<file path="src/rtl/rf_multiport.sv">
// rf_multiport: DEPTH x WIDTH register file with one write port, two registered read ports and a
// top entry that captures synchronised io_in. Optional write-first bypass: define RF_BYPASS_EN.
module rf_multiport #(
    parameter int WIDTH       = 8,
    parameter int DEPTH       = 4,
    parameter int SYNC_STAGES = 2
) (
    input  logic                       clk,
    input  logic                       rst_n,
    input  logic                       we,
    input  logic [$clog2(DEPTH)-1:0]   waddr,
    input  logic [WIDTH-1:0]           wdata,
    input  logic                       re_a,
    input  logic [$clog2(DEPTH)-1:0]   raddr_a,
    output logic [WIDTH-1:0]           rdata_a,
    input  logic                       re_b,
    input  logic [$clog2(DEPTH)-1:0]   raddr_b,
    output logic [WIDTH-1:0]           rdata_b,
    input  logic [WIDTH-1:0]           io_in,
    input  logic                       io_ce,
    output logic                       io_chg
);

    localparam int              AW     = $clog2(DEPTH);
    localparam logic [AW-1:0]   IO_IDX = AW'(DEPTH - 1);

    logic [WIDTH-1:0] mem_r  [DEPTH];
    logic [WIDTH-1:0] sync_r [SYNC_STAGES];
    logic [WIDTH-1:0] rdata_a_r;
    logic [WIDTH-1:0] rdata_b_r;
    logic             io_chg_r;

    logic             wr_ok_s;
    logic [WIDTH-1:0] sync_out_s;
    logic [WIDTH-1:0] io_cur_s;
    logic [WIDTH-1:0] rd_a_s;
    logic [WIDTH-1:0] rd_b_s;

    // The I/O entry is owned by the capture path, so the write port never touches it.
    assign wr_ok_s    = we && (waddr != IO_IDX);
    assign sync_out_s = sync_r[SYNC_STAGES-1];
    assign io_cur_s   = mem_r[IO_IDX];

    // Port A read-data source: stored entry, or incoming write data in write-first mode.
    always_comb begin
        rd_a_s = mem_r[raddr_a];
`ifdef RF_BYPASS_EN
        if (wr_ok_s && (waddr == raddr_a)) begin
            rd_a_s = wdata;
        end else begin
            rd_a_s = mem_r[raddr_a];
        end
`endif
    end

    // Port B read-data source: stored entry, or incoming write data in write-first mode.
    always_comb begin
        rd_b_s = mem_r[raddr_b];
`ifdef RF_BYPASS_EN
        if (wr_ok_s && (waddr == raddr_b)) begin
            rd_b_s = wdata;
        end else begin
            rd_b_s = mem_r[raddr_b];
        end
`endif
    end

    // io_in synchroniser chain, free-running regardless of io_ce.
    always_ff @(posedge clk or negedge rst_n) begin
        if (!rst_n) begin
            for (int i = 0; i < SYNC_STAGES; i++) begin
                sync_r[i] <= {WIDTH{1'b0}};
            end
        end else begin
            sync_r[0] <= io_in;
            for (int i = 1; i < SYNC_STAGES; i++) begin
                sync_r[i] <= sync_r[i-1];
            end
        end
    end

    // Entry storage: general write port plus capture into the I/O entry.
    always_ff @(posedge clk or negedge rst_n) begin
        if (!rst_n) begin
            for (int i = 0; i < DEPTH; i++) begin
                mem_r[i] <= {WIDTH{1'b0}};
            end
        end else begin
            if (wr_ok_s) begin
                mem_r[waddr] <= wdata;
            end
            if (io_ce) begin
                mem_r[IO_IDX] <= sync_out_s;
            end
        end
    end

    // Registered read ports; a deasserted enable holds the last data.
    always_ff @(posedge clk or negedge rst_n) begin
        if (!rst_n) begin
            rdata_a_r <= {WIDTH{1'b0}};
            rdata_b_r <= {WIDTH{1'b0}};
        end else begin
            if (re_a) begin
                rdata_a_r <= rd_a_s;
            end
            if (re_b) begin
                rdata_b_r <= rd_b_s;
            end
        end
    end

    // Change flag: one-cycle pulse when a capture alters the I/O entry.
    always_ff @(posedge clk or negedge rst_n) begin
        if (!rst_n) begin
            io_chg_r <= 1'b0;
        end else begin
            io_chg_r <= io_ce && (sync_out_s != io_cur_s);
        end
    end

    assign rdata_a = rdata_a_r;
    assign rdata_b = rdata_b_r;
    assign io_chg  = io_chg_r;

endmodule

</file>
<file path="config.mk">
export PLATFORM = sky130hd
export DESIGN_NAME = rf_multiport
export DESIGN_NICKNAME = d
export VERILOG_FILES = /design/src/rtl/rf_multiport.sv
export SDC_FILE = /design/constraint.sdc
export NUM_CORES = 1
export LEC_CHECK = 0
export BUFFER_PORTS_ARGS = -buffer_cell sky130_fd_sc_hd__buf_2
export CELL_PAD_IN_SITES_DETAIL_PLACEMENT = 2
export CELL_PAD_IN_SITES_GLOBAL_PLACEMENT = 2
export CORE_MARGIN = 2
export CORE_UTILIZATION = 30
export DETAILED_ROUTE_END_ITERATION = 10
export GPL_ROUTABILITY_DRIVEN = 1
export GPL_TIMING_DRIVEN = 0
export HOLD_SLACK_MARGIN = 0.05
export PLACE_DENSITY = 0.57
export RECOVER_POWER = 100
export SYNTH_ARGS = -nofsm -noshare
export SYNTH_HDL_FRONTEND = slang
export SYNTH_SLANG_ARGS = --single-unit
</file>
<file path="constraint.sdc">
create_clock -name clk -period 2.75 [get_ports clk]
set_clock_uncertainty 0.15 [all_clocks]
set_input_delay 0.55 -clock clk [delete_from_list [all_inputs] [get_ports clk]]
set_output_delay 0.55 -clock clk [all_outputs]
set_load 0.01 [all_outputs]
</file>
# After elaboration in Yosys (flattened, before gate mapping)
# Cells that the tools add are included.
[totals]
output_inout_bits = 17
inputBits = 28
elab_cells = 33
reg_bits = 65
[op_classes]
n_bitwise = 3
reduce_logical = 4
n_lt_le_gt_ge = 4
eq_ne = 2
mux = 11
[ops]
columns = ["operator", "count"]
rows = [
  ["$mux W8", 7],
  ["$bmux W8 S2", 2],
  ["$bwmux W32", 1],
  ["$demux W8 S2", 1],
  ["$ge A3 B3 Y1 const B", 3],
  ["$not A2 Y3", 3],
  ["$ne A8 B8 Y1", 1],
  ["$logic_and A1 B1 Y1", 3],
  ["$lt A3 B1 Y1 const B", 1],
  ["$ne A2 B2 Y1 const B", 1],
  ["$reduce_bool A2 Y1", 1],
]

# Depth between registers and ports, before layout
# Gate-level depths: netlist of run 1.
[depth]
ltp_word = 8
mapped_depth = 3
mapped_depth_nobuf = 3

# Worst setup path before layout of run 1
# No wires, ideal clock.
[synth_timing]
path_type = "input -> register"
start = "in raddr_a[0]"
end = "reg rdata_a_r[0] (netlist: rdata_a[0])"
arrival_ps = 1424
setup_slack_ps = 1051
setup_ps = 125
stages = 3
required_time_ps = 2475
path_buffers = 1
path_cell_list = "buf_6 > mux4_2 > mux2_4"
[synth_via]
elab_chain_len = 4
[synth_rtl]
columns = ["element", "line_no", "rtl"]
rows = [
  ["from (decl)", "14", "input logic [$clog2(DEPTH)-1:0] raddr_a,"],
  ["$not A2 Y3 (not written as such)", "46", "rd_a_s = mem_r[raddr_a];"],
  ["$bmux W8 S2", "46", ""],
  ["$mux W8 (not written as such) (2 in series)", "46", ""],
  ["to (signal assigned)", "101", "rdata_a_r <= {WIDTH{1'b0}};"],
  ["to (signal assigned)", "105", "rdata_a_r <= rd_a_s;"],
  ["to (decl)", "29", "logic [WIDTH-1:0] rdata_a_r;"],
]
# No other way between the ends. The select of a mux whose other input is x is not followed.
# A chain may end at the register's enable or synchronous reset.

==> run_results.csv, run 1 <==
group,metric,value,unit
outcome,status,"finished, violations left",
outcome,violations,"max-capacitance violations, max-slew violations",
clock_network,htreeDepth,3,
routing,routed_wl,6180,um
pwr,seqPwrFrac,52.9,%
pwr,combPwrFrac,17.4,%
layout,finalNonFillerCells,310,
clock_network,cts_buffers,9,
global_route,grt_overflow,0,
setup_path,rr_worst_depth,2,
layout,syn2layout_area_growth,14.5,%
timing,fin_setup_tns,0,ps
clock_network,cts-hold-fix-buffers,0,
layout,num-fill-cells,885,
placed_design,dp_worst_setup_slack,638,ps
layout,diodes,0,
clock_network,post_cts_buffers,0,
pwr,powerDensity,728,nW/um^2
placed_design,numPlacedInstances,295,
global_route,grt_max_degree,66,
pwr,switching_power,0.609,mW
die,die_width,99.8,um
global_route,antenna_found_initial,0,
routing,vias_per_cell,4.86,
die,ioPinCount,45,
setup_path,cp_top_family,"buffers and inverters",
routing,initialDrtViolationCount,27,
min_path,whs_path_depth,1,
pwr,p_clk_share,29.7,%
layout,final_util,35.8,%
clock_network,cts_resized,0,
min_path,hold_end,"sync_r[15]$_DFF_PN0_",
setup_path,path_class,"in -> async",
yosys,synthCells,150,
timing,fin_ws,954,ps
routing,num_vias,1508,
global_route,grt_pass1_wl,10300,um
clock_network,path_clk_slew,60,ps
yosys,synth-main-ff-cell,"dfrtp_1",
yosys,synth-seq-cells,65,
timing,grt_setup_unrepaired,"false",
routing,avgRoutedWirePerCell,19.9,um
timing,fmax,557,MHz
timing,hold_viol_final,0,
setup_path,reg2reg_from,"io_cur_s[4]$_DFFE_PN0P_",
setup_path,required,2730,ps
yosys,syn_nets,178,
layout,nets,226,
layout,multi_input_area,1030,sq um
die,core,8810,sq um
timing,maxSlewHeadroom,-11.0,%
clock_network,clockBufferDepth,2,
layout,drive_gt1_share,40.1,%
setup_path,crit_fanout,65,
yosys,yosysMostFrequentCell,"dfrtp_1",
yosys,synth_cell_types,12,
setup_path,ff2ff_setup_slack,1220,ps
setup_path,r2r_end,"rdata_a[4]$_DFFE_PN0P_",
flow_run,cap_viol_max_count,1,
yosys,synth-edff-count,0,
yosys,synth_top_cell_area_share,59.1,%
yosys,synth-async-reset-ratio,100,%
placed_design,place_hpwl,4310,um
timing,fin_crit,1800,ps
die,fp.dieArea,9960,sq um
layout,seq_area,1630,sq um
timing,maxSlewViolCount,66,
die,chipHeight,99.8,um
yosys,netlist_top_cells_count,"dfrtp_1 (65), mux2_2 (32), mux2_4 (16), mux4_2 (16), xor2_1 (8)",
min_path,hold_class,"in -> reg",
setup_path,critPathSlowestCell,"clkbuf_2",
timing,setup_viol,0,
yosys,syn_avg_cell_area,18.4,sq um
yosys,yosysSeqAreaShare,59.1,%
setup_path,worstSetupEndpointType,"async pin",
yosys,syn_area,2750,sq um
setup_path,crit_chain,"clkbuf_2",
clock_network,clk_latency,330,ps
pwr,internal-power,1.69,mW
timing,fin_crit_sh,65.3,%
die,start_util,31.3,%
yosys,yosys.area.top_type,"dfrtp_1",
yosys,yosys_warnings,0,
global_route,grt_pass1_vias,1837,
routing,drtAntennaViolNets,0,
pwr,p_total,2.29,mW
clock_network,cts_tree,"built",
setup_path,slowest_delay,1150,ps
die,fp-row-count,34,
setup_path,cp_num_buf_inv,1,
clock_network,numClockSinks,65,
yosys,synth_area_leaders,"dfrtp_1 (59%), mux2_2 (13%), mux4_2 (13%)",
placed_design,gp_congestion,0.708,
pwr,p_leak,1.31,nW
min_path,min_from,"io_in[7]",
global_route,track_usage,14.3,%
timing,tightest_slew,1660,ps
clock_network,cts-root-buf,"clkbuf_8",
pwr,vdd_ir_drop_max,0.280,mV
placed_design,io_buffers,37,
routing,drc,0,
setup_path,critical_path_arrival,1770,ps
routing,first_pass_iters,2,
pwr,power.share.switching,26.5,%
setup_path,crit_path_start_kind,"input pin",
sequential cells by signal, indices dropped and copies added (netlist names):
name        flops
mem_r          24
io_chg          1
io_cur_s        8
rdata_b         8
sync_r          8
sync_out_s      8
rdata_a         8
worst reg2reg max path: cells and delay by family (launching register included):
kind   cells  cell delay (ps)
mux        2              820
flops      1              450
power groups by stage:
stage / clock [mW] / sequential [mW] / combinational, mW
6_report: 0.682 / 1.21 / 0.398
2_1_floorplan: 0 / 1.23 / 0.291
5_1_grt: 0.758 / 1.24 / 0.441
4_1_cts: 0.713 / 1.22 / 0.478
3_3_place_gp: 0 / 1.22 / 0.459
3_5_place_dp: 0 / 1.24 / 0.477
worst max path at each step:
| stage | from | endpoint | slack [ps] | depth (start not counted) |
|---|---|---|---|---|
| after floorplan | raddr_a[0] | rdata_a[0]$_DFFE_PN0P_ | 1050 | 3 |
| after global placement | raddr_a[1] | rdata_a[6]$_DFFE_PN0P_ | 750 | 3 |
| after detailed placement | rst_n | sync_r[8]$_DFF_PN0_ | 640 | 1 |
| after CTS | rst_n | mem_r[10]$_DFFE_PN0P_ | 1000 | 1 |
| after global routing | rst_n | sync_out_s[2]$_DFF_PN0_ | 660 | 1 |
| final | rst_n | mem_r[10]$_DFFE_PN0P_ | 950 | 1 |
layout by cell type (no fill, tap or decap):
cell type / n
nand3b_1: 2
xor2_1: 8
clkbuf_2: 1
mux2_4: 1
mux2_2: 32
clkbuf_1: 28
dfrtp_1: 65
mux4_2: 16
clkbuf_8: 10
buf_6: 2
nor4_1: 2
nor3b_4: 1
mux2_1: 15
buf_2: 18
a21boi_0: 1
per-stage QoR:
stage                     hold slack (ps)  instance area (sq um)
final                                 175                   3150
after global routing                  155                   3150
after CTS                             154                   3230
after detailed placement              187                   3070
after global placement                184                   3070
after floorplan                       104                   2750
cell families (layout without fill, tap and decap cells):
group | after synthesis | after routing | share of synthesized area, %
AND/OR/NAND/NOR | 5 | 5 | 1.68
AO/OA/AOI/OAI | 1 | 1 | 0.273
XOR/XNOR | 8 | 8 | 2.55
multiplexers | 64 | 64 | 34.9
flip-flops | 65 | 65 | 59.1
buffers and inverters | 7 | 59 | 1.50
routing by layer:
metal / share of wire, % / GRT usage, % / vias up
met5: 0 / 0 / -
met4: 2.1 / 6.53 / 0
met3: 3.4 / 2.92 / 11
met2: 55 / 26.1 / 36
met1: 39 / 15.9 / 809
li1: - / - / 652
final cells by class:
cell class,count,area share (%)
Buffer,7,1.31
Clock buffer,15,4.96
Multi-Input combinational cell,78,32.6
Sequential cell,65,51.6
Tap cell,108,4.29
Timing Repair Buffer,37,5.16
(Power assumes the default switching activity.)
==> run 2, diff against run 1 <==
==> constraint.sdc (replaced) <==
create_clock -name clk -period 1.7 [get_ports clk]
set_clock_uncertainty 0.15 [all_clocks]
set_input_delay 0.34 -clock clk [delete_from_list [all_inputs] [get_ports clk]]
set_output_delay 0.34 -clock clk [all_outputs]
set_load 0.01 [all_outputs]
==> run_results.csv, run 2 (synthesis gave the netlist of run 1 again) <==
group,metric,value,unit
global_route,grt_use_met2,26.7,%
pwr,p_leak,1.34,nW
clock_network,clk_latency,330,ps
global_route,grt_max_degree,66,
pwr,combPwrFrac,17.5,%
clock_network,cts_resized,0,
outcome,status,"finished clean",
routing,initialDrtViolationCount,28,
layout,nets,235,
global_route,antenna_found_initial,0,
timing,maxSlewHeadroom,38.1,%
layout,drive_gt1_share,37.4,%
setup_path,worstSetupEndpointType,"flop",
pwr,power.share.switching,26.6,%
layout,largest_reg_flops,24,
routing,drtAntennaViolNets,0,
setup_path,crit_fanout,8,
timing,maxSlewViolCount,0,
clock_network,clockBufferDepth,2,
setup_path,critical_path_arrival,1650,ps
global_route,top_usage_layer,"met2",
pwr,switching_power,0.992,mW
global_route,grt_overflow,0,
die,die_width,99.8,um
setup_path,reg2reg_from,"io_cur_s[4]$_DFFE_PN0P_",
timing,fin_crit,1580,ps
clock_network,numClockSinks,65,
pwr,internal-power,2.73,mW
global_route,grt_use_met1,16.1,%
setup_path,crit_path_start_kind,"input pin",
global_route,grt_pass1_vias,1880,
pwr,p_clk_share,29.8,%
global_route,track_usage,14.5,%
layout,final_util,36.7,%
layout,syn2layout_area_growth,17.4,%
clock_network,cts-root-buf,"clkbuf_8",
setup_path,ff2ff_setup_slack,160,ps
setup_path,startpoint,"waddr[1]",
timing,tightest_slew,924,ps
setup_path,endpoint,"mem_r[27]$_DFFE_PN0P_",
clock_network,htreeDepth,3,
clock_network,cts_buffers,9,
routing,first_pass_iters,2,
placed_design,gp_congestion,0.708,
die,start_util,31.3,%
placed_design,io_buffers,37,
global_route,grt_pass1_wl,10400,um
routing,num_vias,1547,
die,fp.dieArea,9960,sq um
die,chipHeight,99.8,um
layout,final_common_cell,"dfrtp_1",
setup_path,rr_worst_depth,2,
die,fp-row-count,34,
flow_run,cap_viol_max_count,0,
layout,finalNonFillerCells,319,
setup_path,r2r_end,"rdata_a[4]$_DFFE_PN0P_",
min_path,hold_class,"in -> reg",
setup_path,required,1760,ps
setup_path,path_class,"in -> reg",
layout,final_cell_mix,"dfrtp_1 (65), mux2_2 (32), clkbuf_1 (28)",
die,core,8810,sq um
clock_network,path_clk_slew,70,ps
timing,setup_viol,0,
placed_design,numPlacedInstances,295,
die,ioPinCount,45,
pwr,powerDensity,1150,nW/um^2
pwr,seqPwrFrac,52.7,%
timing,fin_crit_sh,93.2,%
placed_design,place_hpwl,4310,um
routing,routed_wl,6270,um
layout,largest_register,"mem_r",
timing,grt_setup_unrepaired,"false",
routing,drc,0,
pwr,vdd_ir_drop_max,0.372,mV
layout,diodes,0,
timing,hold_viol_final,0,
timing,fmax,631,MHz
routing,avgRoutedWirePerCell,19.7,um
routing,vias_per_cell,4.85,
clock_network,cts_tree,"built",
global_route,use_met3,2.86,%
-- run 2: timing repair --
item | in CTS | in global routing
hold buffers | 8 | 1
buffers inserted | 0 | 0
hold endpoints to repair | 8 | 61
-- run 2: worst min-delay path by stage --
stage | from | endpoint | slack, ps | cells after the start
floorplan | rst_n | io_chg$_DFF_PN0_ | -110 | 0
global placement | sync_r[9]$_DFF_PN0_ | sync_out_s[1]$_DFF_PN0_ | 180 | 0
detailed placement | sync_r[12]$_DFF_PN0_ | sync_out_s[4]$_DFF_PN0_ | 190 | 0
CTS | wdata[4] | mem_r[28]$_DFFE_PN0P_ | 100 | 2
global route | wdata[4] | mem_r[20]$_DFFE_PN0P_ | 100 | 2
finish | wdata[4] | mem_r[28]$_DFFE_PN0P_ | 120 | 2
-- run 2: cell type report --
| class | instances | area, sq um |
|---|---|---|
| fillers | 890 | 5570 |
| flip-flops and latches | 65 | 1630 |
| multi-input cells | 78 | 1020 |
| repair buffers | 46 | 254 |
| clock buffers | 15 | 156 |
| well taps | 108 | 135 |
| plain buffers | 7 | 41.3 |
-- run 2: worst max-delay path, cell delays in order --
cell and delay (ps):
clkbuf_1 110, nor3b_2 770, mux2_2 420
-- run 2: power by group through the flow --
| stage | sequential (mW) | clock, mW | combinational, mW |
|---|---|---|---|
| floorplan | 1.99 | 0 | 0.471 |
| global placement | 1.97 | 0 | 0.742 |
| detailed placement | 2.00 | 0 | 0.771 |
| CTS | 1.97 | 1.15 | 0.787 |
| global route | 2.00 | 1.23 | 0.724 |
| finish | 1.96 | 1.11 | 0.654 |
-- run 2: layer usage --
metal / share of wire, % / vias up
met5: 0 / -
met2: 56 / 36
met3: 3.0 / 11
met4: 2.1 / 0
li1: - / 670
met1: 39 / 830
-- run 2: metrics by stage --
step	area (sq um)	power [mW]	worst slack (ps)	TNS (ps)	hold WS, ps
floorplan	2750	2.47	211	0	-106
global placement	3070	2.71	-92.2	-4530	184
detailed placement	3070	2.77	-202	-14150	187
CTS	3310	3.91	161	0	100
global route	3230	3.96	86.3	0	103
finish	3230	3.73	115	0	118
==> run 3, diff against run 2 <==
--- a/config.mk
+++ b/config.mk
@@ -6,15 +6,13 @@
 export NUM_CORES = 1
 export LEC_CHECK = 0
 export BUFFER_PORTS_ARGS = -buffer_cell sky130_fd_sc_hd__buf_2
-export CELL_PAD_IN_SITES_DETAIL_PLACEMENT = 2
-export CELL_PAD_IN_SITES_GLOBAL_PLACEMENT = 2
-export CORE_MARGIN = 2
+export CORE_MARGIN = 5
 export CORE_UTILIZATION = 30
 export DETAILED_ROUTE_END_ITERATION = 10
 export GPL_ROUTABILITY_DRIVEN = 1
 export GPL_TIMING_DRIVEN = 0
 export HOLD_SLACK_MARGIN = 0.05
-export PLACE_DENSITY = 0.57
+export PLACE_DENSITY = 0.44
 export RECOVER_POWER = 100
 export SYNTH_ARGS = -nofsm -noshare
 export SYNTH_HDL_FRONTEND = slang
==> run_results.csv, run 3 (synthesis gave the netlist of run 1 again) <==
group,metric,value,unit
timing,hold_viol_final,0,
layout,finalNonFillerCells,323,
setup_path,crit_path_start_kind,"input pin",
layout,largest_reg_flops,24,
clock_network,cts-root-buf,"clkbuf_8",
clock_network,clockBufferDepth,2,
routing,routed_wl,5860,um
clock_network,numClockSinks,65,
timing,maxSlewViolCount,0,
global_route,antenna_found_initial,0,
global_route,grt_pass1_wl,9470,um
die,fp.dieArea,11200,sq um
setup_path,reg2reg_from,"io_cur_s[0]$_DFFE_PN0P_",
pwr,vdd_ir_drop_max,0.409,mV
pwr,p_leak,1.36,nW
outcome,status,"finished clean",
timing,hold_ws,126,ps
timing,fmax,631,MHz
die,start_util,30.2,%
routing,drtAntennaViolNets,0,
clock_network,clk_latency,330,ps
timing,setup_viol,0,
placed_design,numPlacedInstances,298,
timing,grt_setup_unrepaired,"false",
setup_path,critPathSlowestCell,"nor3b_2",
setup_path,ff2ff_setup_slack,200,ps
layout,drive_gt1_share,38.7,%
die,chipHeight,106,um
timing,tightest_slew,922,ps
clock_network,htreeDepth,3,
die,ioPinCount,45,
die,die_width,106,um
timing,fin_crit_sh,93.3,%
global_route,track_usage,11.4,%
clock_network,cts_buffers,9,
setup_path,worstSetupEndpointType,"flop",
min_path,whs_path_depth,2,
routing,initialDrtViolationCount,14,
setup_path,crit_fanout,8,
layout,nets,235,
setup_path,crit_chain,"clkbuf_1, nor3b_2, mux2_2",
global_route,grt_max_degree,66,
timing,fin_setup_tns,0,ps
setup_path,rr_worst_depth,2,
routing,vias_per_cell,4.70,
placed_design,gp_congestion,0.684,
global_route,grt_pass1_vias,1738,
placed_design,io_buffers,37,
setup_path,path_class,"in -> reg",
setup_path,cp_num_buf_inv,1,
routing,drc,0,
routing,avgRoutedWirePerCell,18.2,um
setup_path,r2r_end,"rdata_b[0]$_DFFE_PN0P_",
setup_path,endpoint,"mem_r[31]$_DFFE_PN0P_",
setup_path,worst-path-stages,3,
routing,first_pass_iters,4,
layout,syn2layout_area_growth,18.7,%
routing,num_vias,1518,
clock_network,cts_tree,"built",
layout,final_common_cell,"dfrtp_1",
layout,diodes,0,
pwr,p_total,3.87,mW
min_path,hold_class,"in -> reg",
die,core,9110,sq um
global_route,grt_overflow,0,
setup_path,slowest_delay,770,ps
timing,maxSlewHeadroom,38.3,%
setup_path,required,1760,ps
flow_run,cap_viol_max_count,0,
setup_path,cp_top_family,"simple AND/OR/NAND/NOR gates",
setup_path,critical_path_arrival,1640,ps
clock_network,path_clk_slew,60,ps
layout,final_cell_mix,"dfrtp_1 (65), mux2_2 (32), clkbuf_1 (26)",
setup_path,startpoint,"waddr[1]",
layout,largest_register,"mem_r",
placed_design,place_hpwl,3940,um
timing,fin_crit,1590,ps
pwr,powerDensity,1180,nW/um^2
clock_network,cts_resized,0,
die,fp-row-count,35,
-- run 3: cell count changes in the layout (fill, tap and decap cells not counted) --
| cell | delta |
|---|---|
| clkbuf_1 | -2 |
| bufinv_16 | +1 |
| clkinv_2 | +2 |
-- run 3: worst min-delay path by stage --
stage	slack [ps]	to	from
3_5_place_dp	180	sync_out_s[3]$_DFF_PN0_	sync_r[11]$_DFF_PN0_
3_3_place_gp	180	sync_out_s[6]$_DFF_PN0_	sync_r[14]$_DFF_PN0_
5_1_grt	110	mem_r[23]$_DFFE_PN0P_	wdata[7]
2_1_floorplan	-110	io_chg$_DFF_PN0_	rst_n
4_1_cts	100	mem_r[20]$_DFFE_PN0P_	wdata[4]
6_report	130	mem_r[20]$_DFFE_PN0P_	wdata[4]
-- run 3: per-stage QoR --
stage | instance area, sq um | worst slack (ps) | util, %
after floorplan | 2750 | 211 | -
after global placement | 3080 | -93.8 | 33.8
after detailed placement | 3080 | -89.5 | 33.8
after CTS | 3360 | 228 | 36.9
after global routing | 3270 | 97.2 | 35.9
final | 3270 | 114 | 35.9
-- run 3: timing repair --
item / in CTS / in global routing
endpoints found under the hold margin: 73 / 0
endpoints found under the setup margin: 0 / 0
buffers inserted: 0 / 0
hold buffers: 9 / 0
-- run 3: power by group --
group	switching [mW]	leakage [nW]	internal, mW
logic	0.279	0.495	0.372
registers	0.159	0.765	1.80
clock network	0.548	0.0974	0.715
-- run 3: worst register-to-register path: stages (launching register included) --
cell and delay (ps):
dfrtp_1 440, mux4_2 500, mux2_1 300
-- run 3: area by class of cell --
| class | instances | area [sq um] |
|---|---|---|
| Tap cell | 111 | 139 |
| Fill cell | 898 | 5840 |
| Clock inverter | 3 | 40.0 |
| Sequential cell | 65 | 1630 |
| Clock buffer | 13 | 149 |
| Timing Repair Buffer | 46 | 254 |
| Multi-Input combinational cell | 78 | 1020 |
| Buffer | 7 | 41.3 |
-- run 3: per-layer routing --
| layer | routed length (um) | global-route usage (%) | vias up |
|---|---|---|---|
| met3 | 264 | 2.69 | 7 |
| met4 | 62 | 4.72 | 0 |
| met1 | 2680 | 14.5 | 804 |
| met2 | 2860 | 18.6 | 38 |
| li1 | - | - | 669 |
| met5 | 0 | 0 | - |
